--- src/rtl/noise_lfsr_mc.sv ---
// Multi-channel 62-bit LFSR noise source (x^62+x^61+x^6+x^5+1) with per-channel
// sample-and-hold divider, uniform/bipolar output mapping and run-time reseeding.
module noise_lfsr_mc #(
  parameter int CHANNELS = 4,
  parameter int OUT_W    = 18,
  parameter int STEPS    = 18,
  parameter int CH_W     = (CHANNELS > 1) ? $clog2(CHANNELS) : 1
) (
  input  logic                      clk,
  input  logic                      rst,
  input  logic                      ena,
  input  logic [CHANNELS-1:0]       mode,
  input  logic [8*CHANNELS-1:0]     div,
  input  logic                      seed_we,
  input  logic [CH_W-1:0]           seed_ch,
  input  logic [61:0]               seed_data,
  input  logic                      err_clr,
  output logic [OUT_W*CHANNELS-1:0] out,
  output logic                      out_valid,
  output logic [CHANNELS-1:0]       out_upd,
  output logic                      busy,
  output logic                      err
);

  typedef enum logic [1:0] {IDLE = 2'd0, RUN = 2'd1, DONE = 2'd2} state_t;

  localparam int SC_W = 6;
  localparam logic [OUT_W-1:0] BIP_POS = {1'b0, {(OUT_W-1){1'b1}}};
  localparam logic [OUT_W-1:0] BIP_NEG = ~BIP_POS + {{(OUT_W-1){1'b0}}, 1'b1};

  state_t              state;
  logic [61:0]         sr     [CHANNELS];
  logic [7:0]          hold   [CHANNELS];
  logic [CHANNELS-1:0] active;
  logic [CHANNELS-1:0] mode_q;
  logic [SC_W-1:0]     step_cnt;
  logic                seed_ok;

  function automatic logic [61:0] lfsr_step(input logic [61:0] s);
    return {s[60:0], s[61] ^ s[60] ^ s[5] ^ s[4]};
  endfunction

  // Each channel starts from the same nonzero constant rotated by 4 bits per index.
  function automatic logic [61:0] reset_seed(input int k);
    logic [61:0] base;
    int          n;
    base = 62'h36587D435AA26465;
    n    = (4 * k) % 62;
    if (n == 0) return base;
    return (base << n) | (base >> (62 - n));
  endfunction

  function automatic logic [OUT_W-1:0] map_out(input logic bip, input logic [61:0] s);
    if (bip) return s[0] ? BIP_POS : BIP_NEG;
    return s[OUT_W-1:0];
  endfunction

  assign seed_ok = seed_we && ({1'b0, seed_ch} < (CH_W+1)'(CHANNELS));

  // Control FSM, channel LFSRs, hold counters and registered outputs.
  always_ff @(posedge clk or posedge rst) begin
    if (rst) begin
      state     <= IDLE;
      for (int k = 0; k < CHANNELS; k++) begin
        sr[k]   <= reset_seed(k);
        hold[k] <= 8'd0;
      end
      active    <= '0;
      mode_q    <= '0;
      step_cnt  <= '0;
      out       <= '0;
      out_valid <= 1'b0;
      out_upd   <= '0;
      busy      <= 1'b0;
      err       <= 1'b0;
    end else begin
      out_valid <= 1'b0;
      out_upd   <= '0;
      case (state)
        IDLE: begin
          // A seed written alongside ena becomes the starting state of that update.
          if (seed_ok) sr[seed_ch] <= (seed_data == 62'd0) ? 62'd1 : seed_data;
          if (ena) begin
            mode_q <= mode;
            for (int k = 0; k < CHANNELS; k++) begin
              if (hold[k] == 8'd0) begin
                active[k] <= 1'b1;
                hold[k]   <= div[8*k +: 8];
              end else begin
                active[k] <= 1'b0;
                hold[k]   <= hold[k] - 8'd1;
              end
            end
            step_cnt <= SC_W'(STEPS - 1);
            busy     <= 1'b1;
            state    <= RUN;
          end
        end
        RUN: begin
          for (int k = 0; k < CHANNELS; k++) begin
            if (active[k]) sr[k] <= lfsr_step(sr[k]);
          end
          if (step_cnt == {SC_W{1'b0}}) state <= DONE;
          else step_cnt <= step_cnt - {{(SC_W-1){1'b0}}, 1'b1};
        end
        DONE: begin
          for (int k = 0; k < CHANNELS; k++) begin
            if (active[k]) out[OUT_W*k +: OUT_W] <= map_out(mode_q[k], sr[k]);
          end
          out_valid <= 1'b1;
          out_upd   <= active;
          busy      <= 1'b0;
          state     <= IDLE;
        end
        default: begin
          busy  <= 1'b0;
          state <= IDLE;
        end
      endcase
      // Overrun beats a simultaneous clear.
      if ((state != IDLE) && (ena || seed_we)) err <= 1'b1;
      else if (err_clr) err <= 1'b0;
    end
  end

endmodule

--- config.mk ---
export PLATFORM = sky130hd
export DESIGN_NAME = noise_lfsr_mc
export DESIGN_NICKNAME = d
export VERILOG_FILES = /design/src/rtl/noise_lfsr_mc.sv
export SDC_FILE = /design/constraint.sdc
export NUM_CORES = 1
export LEC_CHECK = 0
export BUFFER_PORTS_ARGS = -buffer_cell sky130_fd_sc_hd__buf_2
export CAP_MARGIN = 20
export CORE_UTILIZATION = 53
export DETAILED_ROUTE_END_ITERATION = 8
export MAX_ROUTING_LAYER = met4
export PLACE_DENSITY = 0.76
export RECOVER_POWER = 50
export SETUP_SLACK_MARGIN = 0.1
export SLEW_MARGIN = 20
export SYNTH_ARGS = -nofsm -noshare
export SYNTH_HDL_FRONTEND = slang
export SYNTH_SLANG_ARGS = --single-unit
export TNS_END_PERCENT = 100
--- constraint.sdc ---
create_clock -name clk -period 11.35 [get_ports clk]
set_clock_uncertainty 0.05 [all_clocks]
set_input_delay 0.5675 -clock clk [delete_from_list [all_inputs] [get_ports clk]]
set_output_delay 0.5675 -clock clk [all_outputs]
set_load 0.03 [all_outputs]
==> results_dict.tcl, run 1 <==
set metrics [dict create \
    reg2reg_depth 6 \
    synth_top_cell_by_area "dfrtp_1" \
    grt_pass1_vias 13300 \
    fp-row-count 65 \
    viasPerCell 6.00 \
    yosysWarnings 0 \
    final_cells 2335 \
    initial_core_util_pct 54.0 \
    hold_depth 3 \
    min_from "mode[3]" \
    finalCritPeriodShare_pct 48.4 \
    h-tree-depth 2 \
    r2r_slack_ns 7.44 \
    path_clk_slew_ns 0.06 \
    path_class "input pin to asynchronous set/reset pin" \
    synth_compound_area_share_pct 25.9 \
    most-common-layout-cells "346 x a21oi_1, 283 x nor2_1, 255 x dfrtp_1" \
    drc_errors 0 \
    port-buffer-count 183 \
    multiInputGateArea_um2 6780 \
    worstPathArrival_ns 6.09 \
    synth_ff_type "dfrtp_1" \
    fillCellCount 2704 \
    postRouteAntennaNets 0 \
    wl_per_cell_um 18.2 \
    dieArea_um2 32900 \
    first_pass_iters 8 \
    final_common_cell "a21oi_1" \
    ff_latch_area_um2 9530 \
    worstHoldEndpoint "mode_q[3]" \
    setup.worst_path.end_class "asynchronous set/reset pin" \
    fp.coreArea_um2 31600 \
    first_iter_violations 1538 \
    worst_slew_pin_slew_ns 5.85 \
    antenna_found_initial 4 \
    track_usage_pct 26.5 \
    numCtsBuffers 40 \
    ctsResizeCount 0 \
    yosys-top-cells-area "dfrtp_1 37%, dfstp_2 19%, a22oi_1 11%" \
    synthToLayoutAreaGrowth_pct 13.1 \
    synth-simple-area-share_pct 11.9 \
    seq_area_frac_synth_pct 55.9 \
    grt_overflow 0 \
    syn_avg_cell_area_um2 9.42 \
    ios 184 \
    grt_max_degree 253 \
    synthDistinctLibCells 51 \
    die_x_um 181 \
    p_per_area_nw_per_um2 296 \
    cpPeakStageDelay_ns 3.23 \
    die_y_um 181 \
    violations "max-capacitance violations, max-slew violations" \
    period_needed_ns 5.49 \
    fin_nets 2014 \
    muxShareOfSynthArea_pct 0.235 \
    leakagePower_nw 8.02 \
    dpl.hpwl_um 26200 \
    synth_top_area_share_pct 37.4 \
    drv_cap 3 \
    num_vias 14000 \
    crit_slowest_cell "clkinvlp_2" \
    reg2reg_from "state[1]" \
    synth_edf_count 0 \
    rsz0062_at_grt "no" \
    synthAdderAreaFrac_pct 0.734 \
    drive_above_1_share_pct 16.3 \
    ys_seq_elements 375 \
    place_inst 2257 \
    clock_sinks 375 \
    clk-insertion-delay-late_ns 0.53 \
    dp_slack_ns 8.02 \
    crit_chain "buf_2 > clkinvlp_2 > buf_12 > clkbuf_1 > buf_16" \
    drv_slew 258 \
    place_congestion 0.817 \
    slew_headroom_pct -292 \
    clk_path_buf_depth 3 \
    hold_class "input pin to register" \
    synthXorXnorAreaFrac_pct 0.720 \
    crit_path_start_kind "input pin" \
    crit_path_start "rst" \
    wirelength_um 42500 \
    critPathMaxFanout 162 \
    status "finished, violations left" \
    hold_buffers 0 \
    finalPower_mw 5.70 \
    ctsRootBufferMaster "clkbuf_16" \
    r2r-end "hold[6]" \
    setup_violations 0 \
    tns_ns 0 \
    synth_fp_nets 1924 \
    fmax_mhz 182 \
    grt_pass1_wl_um 68900 \
    synthArstFlopShare_pct 100 \
    synth_top_family_by_area "compound AO/OA/AOI/OAI gates" \
    post_cts_buffers 0 \
    final_core_util_pct 61.1 \
    synth_area_um2 17000 \
    peakVddDrop_mv 0.202 \
    worstPathRequired_ns 11.94 \
    worst_slack_ns 5.86 \
    syn-instance-count 1809 \
    hold_violations 0 \
    cts_tree "yes" \
]
==> how the worst max path moves through the flow <==
stage / slack, ns / depth (start not counted) / end
floorplan: 0.52 / 1 / active[0]
global placement: 8.03 / 4 / sr[101]
detailed placement: 8.02 / 4 / sr[99]
CTS: 8.58 / 4 / out[38]
global route: 4.90 / 5 / sr[69]
finish: 5.86 / 5 / sr[69]
==> stage by stage <==
step / hold slack (ns) / area [um2]
final: 0.190 / 19300
after global routing: 0.187 / 19300
after CTS: 0.187 / 19300
after global placement: 0.404 / 18000
after floorplan: 0.388 / 17000
after detailed placement: 0.416 / 18000
==> critical path, delay by kind of cell <==
kind | cells | cell delay (ns)
buf+inv | 5 | 5.20
==> state kept, by name, summed over array words and instances, names as in the netlist <==
register   count
active         4
busy           1
err            1
hold          32
mode_q         4
out           72
out_upd        4
out_valid      1
sr           248
state          2
step_cnt       6
==> cells in the mapped netlist (all sizes together) (3+ instances only) <==
library cell / n
nor2: 286
or3: 6
xor2: 4
o21ai: 121
o31ai: 4
mux2i: 4
dfrtp: 255
a21oi: 347
inv: 33
nor4: 24
dfstp: 120
xnor2: 10
and2: 4
o211ai: 4
buf: 78
nor4b: 3
a31oi: 9
nand3: 8
nor3: 14
ha: 10
nand2b: 3
nand2: 111
clkbuf: 71
nand4: 8
a22oi: 248
==> routing by layer <==
layer  global-route usage [%]  vias to the layer above  wire length [um]
met5                        -                        -                 0
met4                     7.93                        0              1090
met3                     4.05                       86              2860
met2                     41.2                      480             20100
met1                     36.1                     6786             18400
li1                         -                     6669                 -
==> kinds of logic after synthesis <==
kind of cell / Yosys count
and+or+nand+nor: 479
muxes: 4
buffers and inverters: 184
AOI/OAI and AO/OA: 743
xor gates and xnor gates: 14
adders and majority gates: 10
DFF: 375
==> report_power, final <==
group	internal (mW)	total (mW)	switching, mW
registers	2.05	2.47	0.412
clock network	0.792	1.32	0.529
logic	0.815	1.92	1.10
==> layout make-up <==
cell class	instances	area share, %
timing repair buffer	197	5.08
tap	402	2.61
inverter	35	0.688
clock buffer	60	6.16
multi-input combinational	1250	35.2
clock inverter	12	0.753
sequential	375	49.5
antenna	4	0.0519
No activity file was read; power rests on OpenSTA's default activity.
==> run 2, diff against run 1 <==
==> constraint.sdc (replaced) <==
create_clock -name clk -period 4.8 [get_ports clk]
set_clock_uncertainty 0.05 [all_clocks]
set_input_delay 0.24 -clock clk [delete_from_list [all_inputs] [get_ports clk]]
set_output_delay 0.24 -clock clk [all_outputs]
set_load 0.03 [all_outputs]
==> results_dict.tcl, run 2 (synthesized netlist as in run 1, its figures left out) <==
set metrics [dict create \
    status "finished, violations left" \
    violations "max-capacitance violations, max-slew violations" \
    drc_errors 0 \
    finalCritPeriodShare_pct 73.8 \
    largest_register_ffs 248 \
    h-tree-depth 2 \
    fp-row-count 65 \
    finalPower_mw 13.3 \
    drive_above_1_share_pct 15.8 \
    ff_latch_area_um2 9530 \
    crit_path_start_kind "register" \
    ios 184 \
    crit_family "simple AND/OR/NAND/NOR gates" \
    setup.worst_path.end_class "register" \
    period_needed_ns 3.54 \
    synthToLayoutAreaGrowth_pct 14.6 \
    place_inst 2259 \
    hold_class "input pin to register" \
    setup_violations 0 \
    final_cells 2366 \
    fp.coreArea_um2 31600 \
    top_regs "sr (248), out (72), hold (32)" \
    final_core_util_pct 61.9 \
    first_iter_violations 1391 \
    tns_ns 0 \
    drv_slew 77 \
    port-buffer-count 183 \
    wl_per_cell_um 17.7 \
    cpPeakStageDelay_ns 1.56 \
    grt_pass1_wl_um 68700 \
    wirelength_um 41900 \
    worstPathArrival_ns 3.85 \
    cp_common_cell "o31ai_1" \
    clk_path_buf_depth 3 \
    die_x_um 181 \
    ctsRootBufferMaster "clkbuf_16" \
    reg2reg_from "state[1]" \
    fillCellCount 2625 \
    slew_headroom_pct -37.2 \
    regMostFlops "sr" \
    grt_max_degree 252 \
    place_congestion 0.804 \
    multiInputGateArea_um2 6780 \
    fmax_mhz 282 \
    path_buf_inv 1 \
    peakVddDrop_mv 0.600 \
    hold_violations 0 \
    crit_slowest_cell "and2_0" \
    first_pass_iters 5 \
    grt_pass1_vias 13400 \
    min_from "div[7]" \
    rsz0062_at_grt "no" \
    placed_area_um2 18100 \
    viasPerCell 5.98 \
    whs_ns 0.0135 \
    antenna_found_initial 5 \
    cts_tree "yes" \
    grt_overflow 0 \
    crit_path_start "state[1]" \
    postRouteAntennaNets 0 \
    path_class "register to register" \
    worst_slack_ns 1.26 \
    initial_core_util_pct 54.0 \
    die_y_um 181 \
    most-common-layout-cells "346 x a21oi_1, 283 x nor2_1, 255 x dfrtp_1" \
    worstPathRequired_ns 5.11 \
    num_vias 14100 \
    dp_slack_ns 2.08 \
    leakagePower_nw 8.11 \
    dpl.hpwl_um 26500 \
    drv_cap 2 \
    crit_chain "nor2_1 > and2_0 > buf_4 > nand2_1 > o31ai_1 > o31ai_1" \
    critPathMaxFanout 36 \
    final_common_cell "a21oi_1" \
    ctsResizeCount 0 \
    stdcell_area_um2 19500 \
    numCtsBuffers 39 \
    clk-insertion-delay-late_ns 0.53 \
    worst_slew_pin_slew_ns 2.06 \
    p_per_area_nw_per_um2 681 \
    clock_sinks 375 \
    track_usage_pct 26.4 \
    dieArea_um2 32900 \
    fin_nets 2043 \
    path_clk_slew_ns 0.06 \
]
run 2: changes by cell type in the layout (fill, tap and decap cells not counted), sizes merged, moves of 3 or more:
cell	change
buf	+3
bufinv	-3
clkbuf	+6
clkinv	-3
dlygate4sd3	+29
run 2: worst register-to-register path, delay by kind of cell (launching register included):
kind                   cells  cell delay [ns]
AO/OA/AOI/OAI              2             0.31
buffers and inverters      1             0.49
flip-flops                 1             0.56
AND/OR/NAND/NOR            3             1.97
run 2: cell type report:
type / instances / area share (%)
Tap cell: 402 / 2.58
Timing Repair Buffer: 227 / 6.78
Multi-Input combinational cell: 1250 / 34.7
Clock buffer: 68 / 6.18
Clock inverter: 4 / 0.179
Antenna cell: 5 / 0.0641
Sequential cell: 375 / 48.8
Inverter: 35 / 0.679
run 2: power by group:
part / leakage [nW] / switching (mW) / internal [mW]
logic: 3.10 / 2.61 / 1.97
clock network: 0.605 / 1.20 / 1.70
registers: 4.41 / 0.962 / 4.85
total: 8.11 / 4.77 / 8.52
run 2: path summary, 6_finish.rpt:
kind                          endpoint  slack (ns)  depth (start not counted)
min in group asynchronous      out[25]        0.67                          3
max reg2reg                    hold[6]        1.26                          6
min                           hold[31]        0.01                          3
max in group asynchronous      hold[1]        1.89                          4
max                            hold[6]        1.26                          6
min reg2reg                step_cnt[4]        0.42                          1
run 2: routing by layer:
layer	vias to the layer above	share of wire [%]	GRT usage, %
met2	452	47	41.2
met5	-	0	-
met3	72	6.6	4.43
met4	0	2.4	7.66
met1	6878	44	35.5
li1	6741	-	-
run 2: what timing repair did:
item                                   CTS  global route
setup buffers                            0             0
hold buffers                            29             0
endpoints found under the hold margin   65             0
